==> src/rtl/axis_reg_slice.sv <==
// axis_reg_slice: two-entry AXI-Stream register slice (output register plus skid register, all outputs registered)
module axis_reg_slice #(
    parameter int DATA_WIDTH = 32
) (
    input  logic                  clk,
    input  logic                  reset,
    input  logic                  s_axis_tvalid,
    input  logic [DATA_WIDTH-1:0] s_axis_tdata,
    output logic                  s_axis_tready,
    output logic                  m_axis_tvalid,
    output logic [DATA_WIDTH-1:0] m_axis_tdata,
    input  logic                  m_axis_tready
);
    logic                  rdy_q, rdy_d;
    logic                  m_valid_q, m_valid_d;
    logic [DATA_WIDTH-1:0] m_data_q, m_data_d;
    logic                  skid_valid_q, skid_valid_d;
    logic [DATA_WIDTH-1:0] skid_data_q, skid_data_d;
    logic                  acc, ld_out;
    assign acc           = s_axis_tvalid & rdy_q;
    assign ld_out        = ~m_valid_q | m_axis_tready;
    assign s_axis_tready = rdy_q;
    assign m_axis_tvalid = m_valid_q;
    assign m_axis_tdata  = m_data_q;
    // Output register refills from skid first, else from input; a stalled output diverts the input into skid
    always_comb begin
        m_valid_d    = m_valid_q;
        m_data_d     = m_data_q;
        skid_valid_d = skid_valid_q;
        skid_data_d  = skid_data_q;
        if (ld_out) begin
            if (skid_valid_q) begin
                m_valid_d    = 1'b1;
                m_data_d     = skid_data_q;
                skid_valid_d = 1'b0;
            end else begin
                m_valid_d = acc;
                m_data_d  = acc ? s_axis_tdata : m_data_q;
            end
        end else if (acc) begin
            skid_valid_d = 1'b1;
            skid_data_d  = s_axis_tdata;
        end
        rdy_d = ~skid_valid_d;
    end
    // State registers; reset clears both entries and holds tready low until the first edge after release
    always_ff @(posedge clk or negedge reset) begin
        if (!reset) begin
            rdy_q        <= 1'b0;
            m_valid_q    <= 1'b0;
            m_data_q     <= '0;
            skid_valid_q <= 1'b0;
            skid_data_q  <= '0;
        end else begin
            rdy_q        <= rdy_d;
            m_valid_q    <= m_valid_d;
            m_data_q     <= m_data_d;
            skid_valid_q <= skid_valid_d;
            skid_data_q  <= skid_data_d;
        end
    end
endmodule

==> config.mk <==
export PLATFORM = sky130hd
export DESIGN_NAME = axis_reg_slice
export DESIGN_NICKNAME = d
export VERILOG_FILES = /design/src/rtl/axis_reg_slice.sv
export SDC_FILE = /design/constraint.sdc
export NUM_CORES = 1
export LEC_CHECK = 0
export ABC_CLOCK_PERIOD_IN_PS = 2720
export BUFFER_PORTS_ARGS = -buffer_cell sky130_fd_sc_hd__buf_2
export CORE_UTILIZATION = 50
export CTS_CLUSTER_SIZE = 10
export DETAILED_ROUTE_END_ITERATION = 10
export PLACE_DENSITY = 0.71
export SLEW_MARGIN = 10
export SYNTH_ARGS = -nofsm -noshare
export SYNTH_HDL_FRONTEND = slang
export SYNTH_SLANG_ARGS = --single-unit
==> constraint.sdc <==
create_clock -name clk -period 2.72 [get_ports clk]
set_input_delay 0.136 -clock clk [delete_from_list [all_inputs] [get_ports clk]]
set_output_delay 0.136 -clock clk [all_outputs]
set_load 0.02 [all_outputs]
Yosys cells after proc, flatten, opt, wreduce, memory -nomap -nowiden
Cells that the tools add are included. Widths: inputs -> output; s select.

Reductions and logical operators: 3. Muxes and demuxes: 5. Bitwise gates (word level): 5.

Operators by type and width (number): $mux 32 (2); $reduce_and 2->1 (2); $mux 1 (3); $not 1->1 (3); $reduce_bool 2->1 (1); $and 1x1->1 (1); $or 1x1->1 (1).

Bits of input ports: 36. Register bits: 67.

Depth between registers and ports, before layout
Gate-level depths: netlist of run 1.

Depth after elaboration: 4. Gate-level depth with buffers: 5.

Worst setup path after synthesis of run 1
OpenSTA, ideal clock, no wires.

Path type: reg-to-reg. Start: reg rdy_q, in the netlist s_axis_tready. End: reg m_data_q[22], in the netlist m_axis_tdata[22]. Path buffers: 1. Clock period less this slack: 1.434 ns. Library setup time: 0.125 ns. Arrival time: 1.309 ns. Cell stages (with the launch flop): 5. Required time: 2.595 ns. Slack: 1.286 ns. Cells stage by stage: dfrtp_1 -> a21oi_4 -> nor2_4 -> buf_6 -> mux2_2.

Longest elaborated chain between the ends: 3.

Ends and longest elaborated chain: from (decl) (line 14) `logic rdy_q, rdy_d;`; from (signal assigned) (line 55) `rdy_q <= rdy_d;`; $and 1x1->1 (line 20) `assign acc = s_axis_tvalid & rdy_q;`; $reduce_bool 2->1 (no line); $reduce_and 2->1 (no line); to (signal assigned) (line 57) `m_data_q <= m_data_d;`; to (decl) (line 16) `logic [DATA_WIDTH-1:0] m_data_q, m_data_d;`.

Every way passes these cells. A chain may end at the register's enable or synchronous reset.

Final worst setup path of run 1
Start: reg m_valid_q, in the netlist m_axis_tvalid. End: reg skid_data_q[10].

Longest elaborated chain between the ends: 4.

Ends and longest elaborated chain: from (decl) (line 15) `logic m_valid_q, m_valid_d;`; from (signal assigned) (line 56) `m_valid_q <= m_valid_d;`; $not 1->1 (line 21) `assign ld_out = ~m_valid_q | m_axis_tready;`; $or 1x1->1 (line 21); $not 1->1 (no line); $reduce_and 2->1 (no line); to (signal assigned) (line 59) `skid_data_q <= skid_data_d;`; to (decl) (line 18) `logic [DATA_WIDTH-1:0] skid_data_q, skid_data_d;`.

Every way passes these cells.

==> results of run 1 <==
## layout make-up
class	count	area (um^2)
inverters	1	3.754
clock buffers	9	123.9
repair buffers	74	397.9
flip-flops and latches	67	1677
multi-input cells	103	1303
well taps	75	93.84
fillers	460	2288
clock inverters	7	68.82
## through the flow
step | hold slack (ns) | area [um^2] | std cells
after CTS | 0.01404 | 3667 | 336
after global placement | 0.3016 | 3465 | 319
after global routing | 0.007388 | 3667 | 336
after detailed placement | 0.3016 | 3465 | 319
after floorplan | -0.1596 | 3107 | 181
final | 0.03219 | 3667 | 336
## routing by layer
metal / track usage / vias up
li1: - / 792
met3: 0.07416 / 7
met5: 0 / -
met2: 0.2798 / 46
met1: 0.2185 / 849
met4: 0.06964 / 0
## flip-flops by register name, summed over array words and instances (netlist names)
name	count
s_axis_tready	1
skid_data_q	32
m_axis_tvalid	1
m_axis_tdata	32
skid_valid_q	1
## synthesized netlist by cell type
cell type / count / area share
nand2b_1: 2 / 0.0040
dfrtp_1: 67 / 0.54
buf_8: 3 / 0.014
nand3_4: 1 / 0.0056
buf_6: 7 / 0.025
nor2b_4: 1 / 0.0044
nand2_1: 1 / 0.0012
inv_1: 1 / 0.0012
a21oi_4: 1 / 0.0052
mux2_2: 57 / 0.21
nor2_4: 1 / 0.0036
mux2_4: 39 / 0.19
## how the worst min path moves through the flow
stage,to,slack [ns]
global placement,skid_data_q[13],0.30
detailed placement,skid_data_q[11],0.30
global route,skid_data_q[17],0.007
floorplan,m_axis_tdata[0],-0.16
CTS,skid_data_q[14],0.01
finish,skid_data_q[14],0.03
## timing repair
| item | in CTS | in global routing |
|---|---|---|
| endpoints found under the setup margin | 0 | 0 |
| hold buffers | 1 | 0 |
| endpoints found under the hold margin | 38 | 0 |
## power breakdown
| part | total, mW | switching [mW] | internal, mW | leakage [nW] |
|---|---|---|---|---|
| logic | 1.01 | 0.459 | 0.552 | 0.896 |
| clock network | 0.799 | 0.380 | 0.419 | 0.0950 |
| registers | 1.45 | 0.159 | 1.30 | 0.787 |
## worst max-delay path, cell delays in order, from the launching register on
cell	delay, ns
dfrtp_1	0.38
nor2b_4	0.23
nand3_4	0.51
mux2_4	0.50
## logic make-up (layout without fill, tap and decap cells)
| logic type | count (synthesis) | after routing | synth area share |
|---|---|---|---|
| and+or+nand+nor | 6 | 6 | 0.01893 |
| buffers and inverters | 11 | 91 | 0.04108 |
| muxes | 96 | 96 | 0.3951 |
| DFF | 67 | 67 | 0.5397 |
| AOI/OAI and AO/OA | 1 | 1 | 0.005237 |
==> flow_metrics.env, run 1 <==
export IMPL_start_kind="flop"
export IMPL_die_area_um2=6533
export IMPL_grt_max_degree=41
export IMPL_top_layer="met4"
export IMPL_required_ns=2.95
export IMPL_reg2reg_setup_slack_ns=0.97
export IMPL_hold_viol_final=0
export IMPL_wl_met3_um=311
export IMPL_finish_net_count=292
export IMPL_worst_pin_slew_ns=0.8528
export IMPL_cts_sinks=67
export IMPL_status="finished clean"
export IMPL_io_pins=70
export IMPL_ant_nets=0
export IMPL_clk_latency_ns=0.34
export IMPL_synth_distinct_cells=12
export IMPL_core_area_um2=5956
export IMPL_die_w_um=80.83
export IMPL_r2r_start="m_axis_tvalid"
export IMPL_rsz0062_at_grt="false"
export IMPL_synth_cells=181
export IMPL_drt_met1_wl_um=2417
export IMPL_wire_per_inst_um=15.64
export IMPL_cts_htree_levels=3
export IMPL_cts_resized=0
export IMPL_ys_seq_area_frac=0.5397
export IMPL_max_slew_margin=0.4314
export IMPL_drtIter0Drc=35
export IMPL_antenna_found_initial=0
export IMPL_rows=28
export IMPL_clk_pin_slew_ns=0.07
export IMPL_grt_first_pass_wirelength_um=8431
export IMPL_cts_made_buffers=9
export IMPL_root_buffer="clkbuf_8"
export IMPL_insertedDiodeCount=0
export IMPL_gp_congestion=0.7361
export IMPL_leakagePower_nw=1.778
export IMPL_ys_seq_elements=67
export IMPL_drv_cap=0
export IMPL_avgSynthCellArea_um2=17.16
export IMPL_period_minus_slack_ns=1.755
export IMPL_worstSetupStartpoint="m_axis_tvalid"
export IMPL_wl_met2_um=2472
export IMPL_critPathCapture="skid_data_q[10]"
export IMPL_worst_setup_path_end_kind="flop"
export IMPL_via_count=1694
export IMPL_totalNegativeSetupSlack_ns=0
export IMPL_finalWirelength_um=5255
export IMPL_viasPerCell=5.042
export IMPL_fin_crit_sh=0.6451
export IMPL_clock_skew_ns=0.005334
export IMPL_max_vdd_ir_drop_v=0.0004817
export IMPL_hp_class="in2reg"
export IMPL_pre_cts_ws_ns=0.9595
export IMPL_die_height_um=80.83
export IMPL_fmax_ghz=0.5699
export IMPL_start_util=0.5216
export IMPL_power_density_nw_per_um2=890.1
export IMPL_cts_tree="yes"
export IMPL_port_buffers=69
export IMPL_r2r_end="skid_data_q[10]"
export IMPL_synthesis_nets=217
export IMPL_min_from="s_axis_tdata[14]"
export IMPL_cp_arrival_ns=1.98
export IMPL_crit_fanout=32
export IMPL_reg2reg_depth=3
export IMPL_firstDrtPassIters=3
export IMPL_maxSlewViolCount=0
export IMPL_postCtsSetupRepairBufs=0
export IMPL_drc=0
export IMPL_cts_buffer_depth=2
export IMPL_grt_pass1_vias=1789
export IMPL_grt_total_usage=0.1785
export IMPL_power_mw=3.264
export IMPL_final_cell_mix="69 x buf_2, 67 x dfrtp_1, 57 x mux2_2"
export IMPL_worst_slack_ns=0.9652
export IMPL_min_path_cells=2
export IMPL_final_common_cell="buf_2"
export IMPL_finalSetupViolations=0
export IMPL_yosysWarnings=0
export IMPL_final_core_utilization=0.6158
export IMPL_crit_type="reg2reg"
export IMPL_synth_area_um2=3107
export IMPL_syn_to_final_growth_pct=18.04
export IMPL_drive_above_1_share=0.7241
export IMPL_hpwlAfterDp_um=3456
export IMPL_grt_overflow_total=0
(Power assumes the default switching activity.)
==> run 2: changes to the inputs <==
--- a/config.mk
+++ b/config.mk
@@ -5,9 +5,9 @@
 export SDC_FILE = /design/constraint.sdc
 export NUM_CORES = 1
 export LEC_CHECK = 0
-export ABC_CLOCK_PERIOD_IN_PS = 2720
+export ABC_CLOCK_PERIOD_IN_PS = 1500
 export BUFFER_PORTS_ARGS = -buffer_cell sky130_fd_sc_hd__buf_2
-export CORE_UTILIZATION = 50
+export CORE_UTILIZATION = 48
 export CTS_CLUSTER_SIZE = 10
 export DETAILED_ROUTE_END_ITERATION = 10
 export PLACE_DENSITY = 0.71
==> constraint.sdc (replaced) <==
create_clock -name clk -period 1.5 [get_ports clk]
set_input_delay 0.075 -clock clk [delete_from_list [all_inputs] [get_ports clk]]
set_output_delay 0.075 -clock clk [all_outputs]
set_load 0.02 [all_outputs]
==> flow_metrics.env, run 2 (synthesis gave the netlist of run 1 again) <==
export IMPL_comb_power_share=0.326
export IMPL_root_buffer="clkbuf_8"
export IMPL_status="finished clean"
export IMPL_worst_pin_slew_ns=0.3541
export IMPL_cp_arrival_ns=1.65
export IMPL_grt_total_usage=0.1923
export IMPL_hold_viol_final=0
export IMPL_max_vdd_ir_drop_v=0.0008582
export IMPL_p_sw_mw=1.782
export IMPL_core_area_um2=6096
export IMPL_hold_ws_ns=0.03824
export IMPL_maxSlewViolCount=0
export IMPL_drc=0
export IMPL_sw_frac_of_total=0.2947
export IMPL_fin_crit_sh=0.9537
export IMPL_viasPerCell=4.992
export IMPL_clock_skew_ns=0.005146
export IMPL_reg2reg_setup_slack_ns=0.07
export IMPL_hp_class="in2reg"
export IMPL_power_density_nw_per_um2=1479
export IMPL_worst_setup_path_end_kind="flop"
export IMPL_port_buffers=69
export IMPL_final_core_utilization=0.6706
export IMPL_final_common_cell="buf_2"
export IMPL_r2r_start="skid_valid_q"
export IMPL_rows=28
export IMPL_leakagePower_nw=1.957
export IMPL_cts_tree="yes"
export IMPL_min_path_cells=3
export IMPL_syn_to_final_growth_pct=31.57
export IMPL_die_height_um=82.45
export IMPL_final_cell_mix="69 x buf_2, 67 x dfrtp_1, 57 x mux2_2"
export IMPL_antenna_found_initial=0
export IMPL_ant_nets=0
export IMPL_reg2reg_depth=3
export IMPL_start_util=0.5096
export IMPL_hpwlAfterDp_um=3600
export IMPL_finalSetupViolations=0
export IMPL_min_to="s_axis_tready"
export IMPL_crit_type="reg2reg"
export IMPL_max_slew_margin=0.7639
export IMPL_min_from="m_axis_tready"
export IMPL_start_kind="flop"
export IMPL_cts_buffer_depth=2
export IMPL_clk_latency_ns=0.34
export IMPL_io_pins=70
export IMPL_crit_fanout=18
export IMPL_insertedDiodeCount=0
export IMPL_p_int_mw=4.265
export IMPL_totalNegativeSetupSlack_ns=0
export IMPL_cts_made_buffers=9
export IMPL_cts_sinks=67
export IMPL_drive_above_1_share=0.6364
export IMPL_wire_per_inst_um=15.62
export IMPL_r2r_end="m_axis_tdata[9]"
export IMPL_via_count=1857
export IMPL_fmax_ghz=0.6990
export IMPL_gp_congestion=0.7036
export IMPL_period_minus_slack_ns=1.431
export IMPL_cts_htree_levels=3
export IMPL_postCtsSetupRepairBufs=0
export IMPL_grt_max_degree=68
export IMPL_finish_net_count=328
export IMPL_firstDrtPassIters=2
export IMPL_worst_slack_ns=0.06941
export IMPL_die_area_um2=6798
export IMPL_rsz0062_at_grt="false"
export IMPL_grt_overflow_total=0
export IMPL_p_clk_frac=0.239
export IMPL_grt_first_pass_wirelength_um=9252
export IMPL_clk_pin_slew_ns=0.07
export IMPL_power_frac_seq=0.436
export IMPL_drv_cap=0
export IMPL_fillers=450
export IMPL_drtIter0Drc=41
export IMPL_required_ns=1.72
export IMPL_pre_cts_ws_ns=0.06776
export IMPL_finalWirelength_um=5812
export IMPL_die_w_um=82.45
export IMPL_grt_pass1_vias=1996
==> run 2: cell types whose count changed in the layout (fill, tap and decap cells not counted) <==
cell,change
dlygate4sd3_1,+32
buf_12,+6
clkbuf_1,+4
buf_4,-2
clkinv_2,-2
clkinvlp_4,-2
clkbuf_8,+1
clkinv_4,-1
==> run 2: power groups by stage <==
stage          Sequential, mW  Combinational, mW  Clock (mW)
2_1_floorplan            2.98               1.01           0
3_3_place_gp             2.63               1.89           0
3_5_place_dp             2.66               1.93           0
4_1_cts                  2.64               2.00        1.50
5_1_grt                  2.71               2.11        1.58
6_report                 2.63               1.97        1.44
==> run 2: how the worst max path moves through the flow <==
| stage | from | end | depth (start not counted) |
|---|---|---|---|
| 4_1_cts | skid_valid_q | m_axis_tdata[9] | 3 |
| 3_3_place_gp | skid_valid_q | m_axis_tdata[25] | 3 |
| 3_5_place_dp | skid_valid_q | m_axis_tdata[9] | 3 |
| 5_1_grt | skid_valid_q | m_axis_tdata[9] | 4 |
| 2_1_floorplan | s_axis_tready | m_axis_tdata[22] | 4 |
| 6_report | skid_valid_q | m_axis_tdata[9] | 3 |
==> run 2: cell type report <==
cell class / instances / area, um^2 / share of cell area
flip-flops and latches: 67 / 1677 / 0.4102
well taps: 75 / 93.84 / 0.02296
repair buffers: 110 / 823.3 / 0.2014
inverters: 1 / 3.754 / 0.0009183
clock buffers: 14 / 152.6 / 0.03734
multi-input cells: 103 / 1303 / 0.3186
clock inverters: 2 / 35.03 / 0.008571
==> run 2: repair_timing <==
item / CTS / global route
hold buffers: 33 / 0
resized for setup: 0 / 0
hold endpoints to repair: 99 / 0
==> run 2: worst max-delay path: stages (launching register included) <==
cell and delay (ns):
dfrtp_1 0.49, buf_12 0.21, mux2_2 0.34, mux2_2 0.27
==> run 2: metal layers <==
metal	vias to the layer above	global-route usage	share of wire
li1	866	-	-
met1	935	0.2133	0.42
met2	45	0.3306	0.52
met3	11	0.07582	0.051
met4	0	0.07368	0.016
met5	-	0	0
==> run 2: per-stage QoR <==
step	area [um^2]	total power, mW	cells
2_1_floorplan	3107	3.986	181
3_3_place_gp	3570	4.522	323
3_5_place_dp	3570	4.582	323
4_1_cts	4088	6.132	372
5_1_grt	4088	6.393	372
6_report	4088	6.047	372
